### config.mk
export PLATFORM = sky130hd
export DESIGN_NAME = ball_tick_scheduler
export DESIGN_NICKNAME = d
export VERILOG_FILES = /design/src/rtl/ball_tick_scheduler.sv
export SDC_FILE = /design/constraint.sdc
export NUM_CORES = 1
export LEC_CHECK = 0
export CORE_ASPECT_RATIO = 0.6
export CORE_UTILIZATION = 58
export CTS_CLUSTER_DIAMETER = 80
export DETAILED_ROUTE_END_ITERATION = 10
export PLACE_DENSITY = 0.86
export SLEW_MARGIN = 20
export SYNTH_ARGS = -nofsm -noshare
export SYNTH_HDL_FRONTEND = slang
export SYNTH_SLANG_ARGS = --single-unit
### constraint.sdc
create_clock -name clock -period 2.8 [get_ports clock]
set_input_delay 0.42 -clock clock [delete_from_list [all_inputs] [get_ports clock]]
set_output_delay 0.42 -clock clock [all_outputs]
set_load 0.05 [all_outputs]
### src/rtl/ball_tick_scheduler.sv
// ---------------------------------------------------------------------------
// ball_tick_scheduler
//
// Decides when the ball moves and how fast. It runs the serve delay after a
// launch, emits one move_tick per period+1 clocks while in play, freezes
// during pause, and speeds up (shorter period) every HITS_PER_LEVEL brick hits.
//
// Ports
//   clock         in   system clock
//   reset         in   synchronous, active-high reset
//   start         in   launch pulse, only acted on in IDLE
//   pause_toggle  in   pulse, PLAY <-> PAUSE
//   brick_hit     in   pulse, one brick destroyed (counted in PLAY only)
//   ball_lost     in   pulse, ball left the field (acted on in PLAY/PAUSE)
//   move_tick     out  one-clock pulse, advance the ball one step
//   state         out  0 IDLE, 1 SERVE, 2 PLAY, 3 PAUSE
//   level         out  speed level, saturates at 15
//   period        out  active tick compare value
// ---------------------------------------------------------------------------
module ball_tick_scheduler #(
    parameter int unsigned BASE_PERIOD    = 500_000,
    parameter int unsigned STEP           = 50_000,
    parameter int unsigned MIN_PERIOD     = 200_000,
    parameter int unsigned HITS_PER_LEVEL = 4,
    parameter int unsigned SERVE_TICKS    = 60
) (
    input  logic        clock,
    input  logic        reset,
    input  logic        start,
    input  logic        pause_toggle,
    input  logic        brick_hit,
    input  logic        ball_lost,
    output logic        move_tick,
    output logic [1:0]  state,
    output logic [3:0]  level,
    output logic [30:0] period
);

    localparam int HIT_W   = $clog2(HITS_PER_LEVEL + 1);
    localparam int SERVE_W = $clog2(SERVE_TICKS + 1);

    localparam logic [30:0]      BASE_P     = 31'(BASE_PERIOD);
    localparam logic [30:0]      STEP_P     = 31'(STEP);
    localparam logic [30:0]      MIN_P      = 31'(MIN_PERIOD);
    // Floor test is done in 32 bits so MIN+STEP can never wrap.
    localparam logic [31:0]      FLOOR_EDGE = 32'(MIN_PERIOD) + 32'(STEP);
    localparam logic [HIT_W-1:0] HIT_LAST   = HIT_W'(HITS_PER_LEVEL - 1);
    localparam logic [SERVE_W-1:0] SERVE_LAST = SERVE_W'(SERVE_TICKS - 1);

    typedef enum logic [1:0] {
        IDLE  = 2'd0,
        SERVE = 2'd1,
        PLAY  = 2'd2,
        PAUSE = 2'd3
    } state_t;

    state_t              state_q, state_d;
    logic [30:0]         counter_q, counter_d;
    logic [HIT_W-1:0]    hits_q, hits_d;
    logic [SERVE_W-1:0]  serve_q, serve_d;
    logic [3:0]          level_q, level_d;
    logic [30:0]         period_q, period_d;
    logic                play_tick;

    // >= compare: if a level-up drops period below the running count, the
    // tick fires on the next PLAY cycle instead of waiting for a 31-bit wrap.
    assign play_tick = (state_q == PLAY) && (counter_q >= period_q);
    assign move_tick = play_tick && !reset;

    assign state  = state_q;
    assign level  = level_q;
    assign period = period_q;

    // NOTE: every next-state signal gets its default first, so no path
    // through the case statement leaves one unassigned and infers a latch.
    always_comb begin
        state_d   = state_q;
        counter_d = counter_q;
        hits_d    = hits_q;
        serve_d   = serve_q;
        level_d   = level_q;
        period_d  = period_q;

        case (state_q)
            IDLE: begin
                counter_d = '0;
                if (start) begin
                    state_d = SERVE;
                    serve_d = '0;
                end
            end

            SERVE: begin
                // Serve delay always counts against the base period.
                if (counter_q >= BASE_P) begin
                    counter_d = '0;
                    if (serve_q == SERVE_LAST) begin
                        state_d = PLAY;
                        serve_d = '0;
                    end else begin
                        serve_d = serve_q + 1'b1;
                    end
                end else begin
                    counter_d = counter_q + 31'd1;
                end
            end

            PLAY, PAUSE: begin
                if (ball_lost) begin
                    state_d   = SERVE;
                    counter_d = '0;
                    serve_d   = '0;
                    hits_d    = '0;
                    level_d   = '0;
                    period_d  = BASE_P;
                end else if (state_q == PAUSE) begin
                    if (pause_toggle) begin
                        state_d = PLAY;
                    end
                end else begin
                    // The pausing cycle holds the count so resume continues
                    // exactly where play stopped.
                    if (play_tick) begin
                        counter_d = '0;
                    end else if (!pause_toggle) begin
                        counter_d = counter_q + 31'd1;
                    end

                    if (pause_toggle) begin
                        state_d = PAUSE;
                    end else if (brick_hit) begin
                        if (hits_q == HIT_LAST) begin
                            hits_d = '0;
                            if (level_q != 4'd15) begin
                                level_d = level_q + 4'd1;
                            end
                            if ({1'b0, period_q} >= FLOOR_EDGE) begin
                                period_d = period_q - STEP_P;
                            end else begin
                                period_d = MIN_P;
                            end
                        end else begin
                            hits_d = hits_q + 1'b1;
                        end
                    end
                end
            end

            default: state_d = IDLE;
        endcase
    end

    // NOTE: sequential state uses non-blocking assignments so every register
    // samples the pre-edge values, independent of statement order.
    always_ff @(posedge clock) begin
        if (reset) begin
            state_q   <= IDLE;
            counter_q <= '0;
            hits_q    <= '0;
            serve_q   <= '0;
            level_q   <= '0;
            period_q  <= BASE_P;
        end else begin
            state_q   <= state_d;
            counter_q <= counter_d;
            hits_q    <= hits_d;
            serve_q   <= serve_d;
            level_q   <= level_d;
            period_q  <= period_d;
        end
    end

endmodule

-- Yosys cells after proc, flatten, opt, wreduce, memory -nomap -nowiden
Cells that the tools add are included.
- add/subtract/negate cells: 5
- multiply operators: 0
- divide/modulo/power cells: 0
- magnitude comparators: 3
- eq/ne operators: 15
- shift-type cells: 0
- mux-type cells: 36
- bitwise operators: 0
- reduce and logical (&&, ||, !) cells: 14
- operators with widths (kind ; count):
    2-to-1 mux 31 bit ; 11
    one-hot mux 31 bit (3 select lines) ; 1
    adder 31 x 1 -> 31 bit (second input constant) ; 1
    greater-or-equal comparator 31 x 18 -> 1 bit (second input constant) ; 1
    greater-or-equal comparator 31 x 19 -> 1 bit (second input constant) ; 1
    greater-or-equal comparator 31 bit ; 1
    subtractor 31 x 16 -> 31 bit (second input constant) ; 1
    2-to-1 mux 4 bit ; 6
    2-to-1 mux 6 bit ; 4
    one-hot mux 6 bit (3 select lines) ; 1
    2-to-1 mux 3 bit ; 5
    2-to-1 mux 2 bit ; 7
    inequality test 2 bit (second input constant) ; 5
    inequality test 4 bit (second input constant) ; 2
    AND reduction 4 bit ; 2
    adder 6 x 1 -> 6 bit (second input constant) ; 1
    equality test 6 bit (second input constant) ; 1
    inequality test 3 bit (second input constant) ; 2
    one-hot mux 2 bit (3 select lines) ; 1
    AND reduction 6 bit ; 1
    nonzero test 2 bit ; 3
    AND reduction 5 bit ; 1
    adder 4 x 1 -> 4 bit (second input constant) ; 1
    equality test 2 bit (second input constant) ; 2
    10 further kinds ; 11
- register bits: 77
- latch bits: 0
- memory bits (writable): 0
- bits in read-only memories: 0
- output and inout bits: 38
- word-level logic and storage cells: 79
- memories: 0

-- Depth between registers and ports, before layout
Gate-level depths: netlist (run 1).
- word-level depth: 7
- mapped depth: 12
- depth with buffers taken out: 9

-- Worst setup path after synthesis (run 1)
Ideal clock, no wire load.
- path kind: reg-to-output
- start: register period_q[30], in the netlist period[30]
- end: output move_tick
- data arrival time: 2689 ps
- data required time: 2380 ps
- path slack: -309 ps
- stages on the path, launching flop included: 8
- buffers on the path: 0
- cells stage by stage: dfxtp_1 -> inv_1 -> ha_1 -> nand2_1 -> or4_4 -> o211ai_4 -> nor2_1 -> nor2_1
- longest elaborated chain between the ends: 3
- RTL lines (item ; line ; text):
    start: declaration ; 62 ; logic [30:0] period_q, period_d;
    start signal: assignment ; 169 ; period_q <= period_d;
    greater-or-equal comparator 31 bit ; 67 ; assign play_tick = (state_q == PLAY) && (counter_q >= period_q);
    logical AND 1 bit ; 67 ;
    logical AND 1 bit ; 68 ; assign move_tick = play_tick && !reset;
    end: declaration ; 33 ; output logic move_tick,
Every way passes these cells.

-- Worst setup path after layout (run 1)
- start: register counter_q[26]
- end: output move_tick
- longest elaborated chain between the ends: 3
- RTL lines (item ; line ; text):
    start: declaration ; 58 ; logic [30:0] counter_q, counter_d;
    start signal: assignment ; 165 ; counter_q <= counter_d;
    greater-or-equal comparator 31 bit ; 67 ;
    logical AND 1 bit ; 67 ;
    logical AND 1 bit ; 68 ;
Every way passes these cells.

==> results of run 1 <==
[state kept, by name, indices dropped and copies added, names as in the netlist]
signal and flops:
counter_q 31, period 27, serve_q 6, hits_q 3, state 2, level 4
[through the flow]
step / area, sq um / setup WS (ns) / hold slack [ns]
6_report: 5890 / -0.0523 / 0.488
5_1_grt: 5890 / -0.133 / 0.527
4_1_cts: 5630 / 0.00762 / 0.484
3_5_place_dp: 5150 / 0.00965 / 0.473
3_3_place_gp: 5150 / 0.190 / 0.462
2_1_floorplan: 4520 / 0.00407 / 0.449
[cell type report]
cell class	instances	area [sq um]	share of cell area [%]
clock buffer	10	239	4.06
timing repair buffer	80	722	12.3
tap	104	130	2.21
inverter	35	131	2.23
clock inverter	6	105	1.78
sequential	73	1490	25.3
multi-input combinational	435	3070	52.2
[synth_stat cells (3+ instances only)]
| master | instances | area (sq um) |
|---|---|---|
| dfxtp_1 | 73 | 1460 |
| a21oi_1 | 50 | 250 |
| nand2_1 | 50 | 188 |
| nor2_1 | 42 | 158 |
| ha_1 | 34 | 425 |
| inv_1 | 34 | 128 |
| o21ai_0 | 33 | 165 |
| nand3_1 | 22 | 110 |
| nand4_1 | 21 | 131 |
| nor3_1 | 19 | 95.1 |
| xnor2_1 | 19 | 166 |
| or3_1 | 16 | 100 |
| a31oi_1 | 15 | 93.8 |
| buf_2 | 11 | 55.1 |
| and3_1 | 10 | 62.6 |
| clkbuf_1 | 10 | 37.5 |
| o31ai_1 | 9 | 67.6 |
| nor4_1 | 8 | 50.1 |
| nor2b_1 | 7 | 43.8 |
| o211ai_1 | 7 | 52.6 |
| a41oi_1 | 5 | 43.8 |
| buf_4 | 4 | 30.0 |
| o41ai_1 | 4 | 35.0 |
| or2_2 | 4 | 25.0 |
| or4_1 | 4 | 30.0 |
| xor2_1 | 4 | 35.0 |
| a211oi_1 | 3 | 22.5 |
| a31o_2 | 3 | 26.3 |
| and4_1 | 3 | 26.3 |
| mux2i_1 | 3 | 30.0 |
| or4b_1 | 3 | 30.0 |
[power breakdown]
| group | switching, mW | internal (mW) |
|---|---|---|
| clock network | 0.453 | 0.890 |
| registers | 0.0134 | 1.06 |
| logic | 0.221 | 0.114 |
| total | 0.687 | 2.06 |
[logic make-up (layout without fill, tap and decap cells)]
family | after synthesis | after routing
compound gates | 149 | 149
xor+xnor | 23 | 23
fa+ha+maj | 34 | 34
buf+inv | 61 | 131
flops | 73 | 73
mux | 3 | 3
other cells | 1 | 4
simple gates | 221 | 222
[worst paths after layout]
check / startpoint / depth (start not counted) / end / slack, ns
worst max-delay path: counter_q[26]$_SDFFE_PP0P_ / 8 / move_tick / -0.05
worst min-delay path: serve_q[1]$_SDFFE_PP0P_ / 2 / serve_q[1]$_SDFFE_PP0P_ / 0.49
worst max register to register: counter_q[26]$_SDFFE_PP0P_ / 9 / counter_q[29]$_SDFFE_PP0P_ / 0.02
worst min register to register: serve_q[1]$_SDFFE_PP0P_ / 2 / serve_q[1]$_SDFFE_PP0P_ / 0.49
[worst reg2reg max path: stages (launching register included)]
cell and delay, ns:
dfxtp_1 0.39, ha_4 0.31, nand4_1 0.14, or4_4 0.59, o211ai_4 0.21, buf_4 0.15
o21ai_2 0.07, buf_12 0.18, or4b_1 0.51, a21oi_1 0.15
[repair_timing]
action | 4_1_cts | 5_1_grt
setup endpoints to repair | 8 | 23
buffers inserted | 5 | 6
pin swaps | 11 | 19
gates cloned | 0 | 2
gates resized for setup | 21 | 47
[layer usage]
layer	part of all wire [%]	vias up	track usage [%]
met3	8.8	56	7.38
li1	-	2225	-
met2	46	293	53.0
met4	2.8	0	11.4
met1	42	2307	43.1
met5	0	-	0
[cells in the final DEF, fill, tap and decap left out, types with 4 or more instances in the layout]
cell type,Yosys,final
dfxtp_1,73,52
a21oi_1,50,49
nand2_1,50,47
nor2_1,42,39
clkdlybuf4s50_1,0,38
buf_4,4,38
o21ai_0,33,31
inv_1,34,22
nand3_1,22,22
ha_1,34,22
nand4_1,21,21
dfxtp_2,0,20
xnor2_1,19,19
nor3_1,19,18
or3_1,16,16
a31oi_1,15,14
inv_2,0,12
ha_4,0,12
and3_1,10,10
clkbuf_16,0,9
o211ai_1,7,7
nor2b_1,7,7
nor4_1,8,6
o31ai_1,9,5
a41oi_1,5,5
or2_2,4,4
or4_1,4,4
xor2_1,4,4
o41ai_1,4,4
conb_1,1,4
==> out/metrics.yaml, run 1 <==
synthAdderAreaFrac_pct: 9.48
async_flop_share_pct: 0
yosys.area_share.simple_pct: 25.9
path_delay_family: "simple AND/OR/NAND/NOR gates"
cts.sinks: 73
final_util_pct: 80.1
syn_avg_cell_area_sq_um: 7.94
critical_path_class: "reg2out"
final_max_slew_viol_count: 0
violations: "negative setup slack"
port_buffers: 39
hold_viol: 0
core_area_sq_um: 7360
ios: 44
drv_cap: 0
crit_buf_inv: 2
slew_headroom_pct: 50.5
post_drt_wl_per_cell_um: 18.9
synth_xor_area_share_pct: 4.49
rsz0062_at_grt: "yes"
cts_buffers: 9
crit_arrival_ns: 2.43
place_inst: 714
status: "finished, violations left"
antenna_found_initial: 0
layout-drive-gt1-share_pct: 21.6
slowest_stage: "or4_4"
p_leak_nw: 2.21
fin_total_pwr_mw: 2.75
finalCriticalPeriod_ns: 2.85
crit_fanout: 6
postRouteAntennaNets: 0
p_per_area_nw_per_um2: 466
final_cells: 743
fin_nets: 674
n_antenna_cell: 0
ir_drop_mv: 0.509
fmax_mhz: 351
dr.pass1.iters: 6
cts.clk_slew.worst_paths_ns: 0.06
htree_levels: 3
synth_compound_area_share_pct: 21.0
muxShareOfSynthArea_pct: 0.669
min_path_type: "reg2reg"
finClkSkew_ns: 0.00616
die_h_um: 70.1
tns_ns: -0.0523
die-area_sq_um: 8100
initial_core_util_pct: 61.0
rows: 24
viasPerCell: 6.57
critical_path.max_stage_delay_ns: 0.59
ctsHoldBuffers: 0
num_vias: 4881
insertion_delay_ns: 0.34
yosys_most_used_dff: "dfxtp_1"
min_period_over_period_pct: 102
setup.worst_path.start_class: "flip-flop"
drc: 0
worst_slack_ns: -0.0523
fillers: 460
ys_seq_area_share_pct: 32.6
syn_to_final_growth_pct: 31.3
gp_congestion: 0.906
die_w_um: 116
syn_inst: 565
grt_pass1_wl_um: 21000
yosys.cell_types.count: 59
grt_start_max_net_pins: 37
end_kind: "output port"
root_buffer: "clkbuf_16"
clk_path_buf_depth: 2
cts_tree: "yes"
path_cells: "ha_4 -> nand4_1 -> or4_4 -> o211ai_4 -> buf_6 -> nor2_4 -> nor2_4 -> buf_12"
grt_pass1_vias: 4411
syn_area_sq_um: 4490
wirelength_um: 14000
required_ns: 2.38
synth_top_family_by_area: "simple AND/OR/NAND/NOR gates"
critPathMostFrequentCell: "nor2_4"
setup_viol: 1
grt-ovfl-total: 0
ys_seq_elements: 73
yosysWarnings: 0
hpwl_um: 9060
worst_pin_slew_ns: 0.741
grt_usage_pct: 32.9
drt-initial-drc-count: 594
synth_edf_count: 0
Power figures use the tool's default switching activity.
==> inputs of run 2 (changes only) <==
--- a/config.mk
+++ b/config.mk
@@ -6,10 +6,11 @@
 export NUM_CORES = 1
 export LEC_CHECK = 0
 export CORE_ASPECT_RATIO = 0.6
-export CORE_UTILIZATION = 58
+export CORE_UTILIZATION = 60
+export CTS_BUF_LIST = sky130_fd_sc_hd__clkbuf_2
 export CTS_CLUSTER_DIAMETER = 80
 export DETAILED_ROUTE_END_ITERATION = 10
-export PLACE_DENSITY = 0.86
+export PLACE_DENSITY = 0.88
 export SLEW_MARGIN = 20
 export SYNTH_ARGS = -nofsm -noshare
 export SYNTH_HDL_FRONTEND = slang
==> run 2 against run 1 <==
  * The flow still finishes with violations (negative setup slack)
  * Clock skew up 0.019 ns
  * Wire length down 1.7%
  * Critical path depth up 1
  * Sequential power about the same
  * Design area down 3.7%
  * Sequential share of layout area up 1.2 points
==> out/metrics.yaml, run 2 (synthesized netlist as in run 1, its figures left out) <==
min_period_over_period_pct: 107  # +4.9 points
final_cells: 747  # +0.54%
reg2reg_depth: 12  # +3
rsz0062_at_grt: "yes"
critical_path_class: "reg2out"
hold_viol: 0  # unchanged
comb_power_share_pct: 17.3  # +5.1 points
r2r_start: "period[22]$_SDFFE_PP0P_"
fin_nets: 682  # +1.2%
tns_ns: -0.921  # -0.869 ns
cts.sinks: 73  # unchanged
cts_buffers: 9  # unchanged
holdCritStartpoint: "serve_q[1]$_SDFFE_PP0P_"
ctsHoldBuffers: 0  # unchanged
status: "finished, violations left"
whs_ns: 0.501  # +0.0134 ns
drt-initial-drc-count: 586  # -1.3%
multi_input_area_sq_um: 3050  # -0.81%
p_int_mw: 1.28  # -38%
slew_headroom_pct: 50.6  # +0.096 points
die_h_um: 69.0  # -1.6%
fillers: 416  # -9.6%
mostFrequentLayoutCells: "a21oi_1, nand2_1, buf_4"
wirelength_um: 13800  # -1.7%
fmax_mhz: 335  # -4.5%
r2r-end: "counter_q[29]$_SDFFE_PP0P_"
postRouteAntennaNets: 0  # unchanged
place_inst: 715  # +0.14%
p_leak_nw: 2.14  # -3.0%
final_max_slew_viol_count: 0  # unchanged
regArea_sq_um: 1500  # +0.84%
grt_pass1_wl_um: 20900  # -0.46%
largest_register_ffs: 31  # unchanged
worst_pin_slew_ns: 0.740  # -0.00143 ns
ios: 44  # unchanged
layout-drive-gt1-share_pct: 23.2  # +1.6 points
root_buffer: "clkbuf_2"
grt_start_max_net_pins: 37  # unchanged
cts.clk_slew.worst_paths_ns: 0.19  # +0.13 ns
seqPwrFrac_pct: 56.4  # +17 points
regMostFlops: "counter_q"
htree_levels: 3  # unchanged
ir_drop_mv: 0.219  # -57%
crit_fanout: 3  # -3
clk_path_buf_depth: 2  # unchanged
worst_slack_ns: -0.188  # -0.136 ns
setup_viol: 7  # +6
dr.pass1.iters: 6  # unchanged
switchingPower_mw: 0.608  # -11%
min_delay_worst_endpoint: "serve_q[1]$_SDFFE_PP0P_"
grt_pass1_vias: 4315  # -2.2%
hold_path_depth: 2  # unchanged
die_w_um: 114  # -1.6%
rows: 23  # -4.2%
stdcell_area_sq_um: 5670  # -3.7%
num_vias: 4844  # -0.76%
gp_congestion: 0.936  # +3.3%
pre_cts_ws_ns: -0.113  # -0.122 ns
swShare_pct: 32.2  # +7.1 points
post_drt_wl_per_cell_um: 18.4  # -2.2%
finClkSkew_ns: 0.0255  # +0.0193 ns
initial_core_util_pct: 64.7  # +3.7 points
port_buffers: 39  # unchanged
antenna_found_initial: 0  # unchanged
placed_area_sq_um: 5180  # +0.63%
core_area_sq_um: 6940  # -5.7%
min_path_type: "reg2reg"
viasPerCell: 6.48  # -1.3%
drc: 0  # unchanged
fin_total_pwr_mw: 1.89  # -31%
insertion_delay_ns: 0.58  # +0.24 ns
setup.worst_path.start_class: "flip-flop"
die-area_sq_um: 7840  # -3.3%
final_util_pct: 81.8  # +1.7 points
end_kind: "output port"
finalCriticalPeriod_ns: 2.99  # +0.136 ns
syn_to_final_growth_pct: 26.4
required_ns: 2.38  # about the same
crit_arrival_ns: 2.57  # +0.14 ns
pwr-share-clk_pct: 26.3  # -23 points
rrSetupSlack_ns: -0.14  # -0.16 ns
cts_tree: "yes"
violations: "negative setup slack"
grt_usage_pct: 34.9  # +2.1 points
n_antenna_cell: 0  # unchanged
hpwl_um: 9250  # +2.1%
grt-ovfl-total: 0  # unchanged
p_per_area_nw_per_um2: 334  # -28%
drv_cap: 0  # unchanged
run 2: layer usage:
metal | GRT usage (%) | vias to the layer above | routed length, um
met5 | 0 | - | 0
met4 | 13.8 | 0 | 397
met3 | 9.88 | 54 | 1330
met2 | 59.8 | 291 | 6380
met1 | 42.5 | 2273 | 5670
li1 | - | 2226 | -
run 2: power groups by stage:
stage	combinational, mW	clock (mW)	sequential (mW)
after global placement	0.292	0	1.09
after detailed placement	0.301	0	1.09
final	0.327	0.497	1.07
after global routing	0.350	0.561	1.07
after CTS	0.309	0.503	1.07
after floorplan	0.170	0	1.13
run 2: final cells by class:
| cell class | count | area share, % |
|---|---|---|
| Clock buffer | 11 | 0.971 |
| Clock inverter | 5 | 0.397 |
| Tap cell | 100 | 2.21 |
| Multi-Input combinational cell | 435 | 53.7 |
| Inverter | 35 | 2.36 |
| Timing Repair Buffer | 88 | 13.8 |
| Sequential cell | 73 | 26.5 |
run 2: worst max path at each step:
stage / start / end / depth (start not counted)
2_1_floorplan: period[13]$_SDFFE_PP1P_ / counter_q[25]$_SDFFE_PP0P_ / 10
3_3_place_gp: period[14]$_SDFFE_PP0P_ / counter_q[8]$_SDFFE_PP0P_ / 10
3_5_place_dp: period[14]$_SDFFE_PP0P_ / counter_q[29]$_SDFFE_PP0P_ / 10
4_1_cts: period[25]$_SDFFE_PP0P_ / move_tick / 8
5_1_grt: period[20]$_SDFFE_PP0P_ / move_tick / 9
6_report: period[22]$_SDFFE_PP0P_ / move_tick / 9
run 2: critical path: stages (launching register included):
cell      delay, ns
dfxtp_2        0.37
inv_1          0.10
ha_4           0.30
nand4_1        0.21
nor3_2         0.34
a22oi_2        0.15
o211ai_4       0.22
nor2_4         0.07
nor2_4         0.10
buf_12         0.14
run 2: what timing repair did:
action                                 in CTS  in global routing
setup buffers                               8                  7
gates resized for setup                    44                 27
pin swaps                                  12                 10
endpoints found under the hold margin       0                  0
gates cloned                                0                  1
setup endpoints to repair                   8                 20
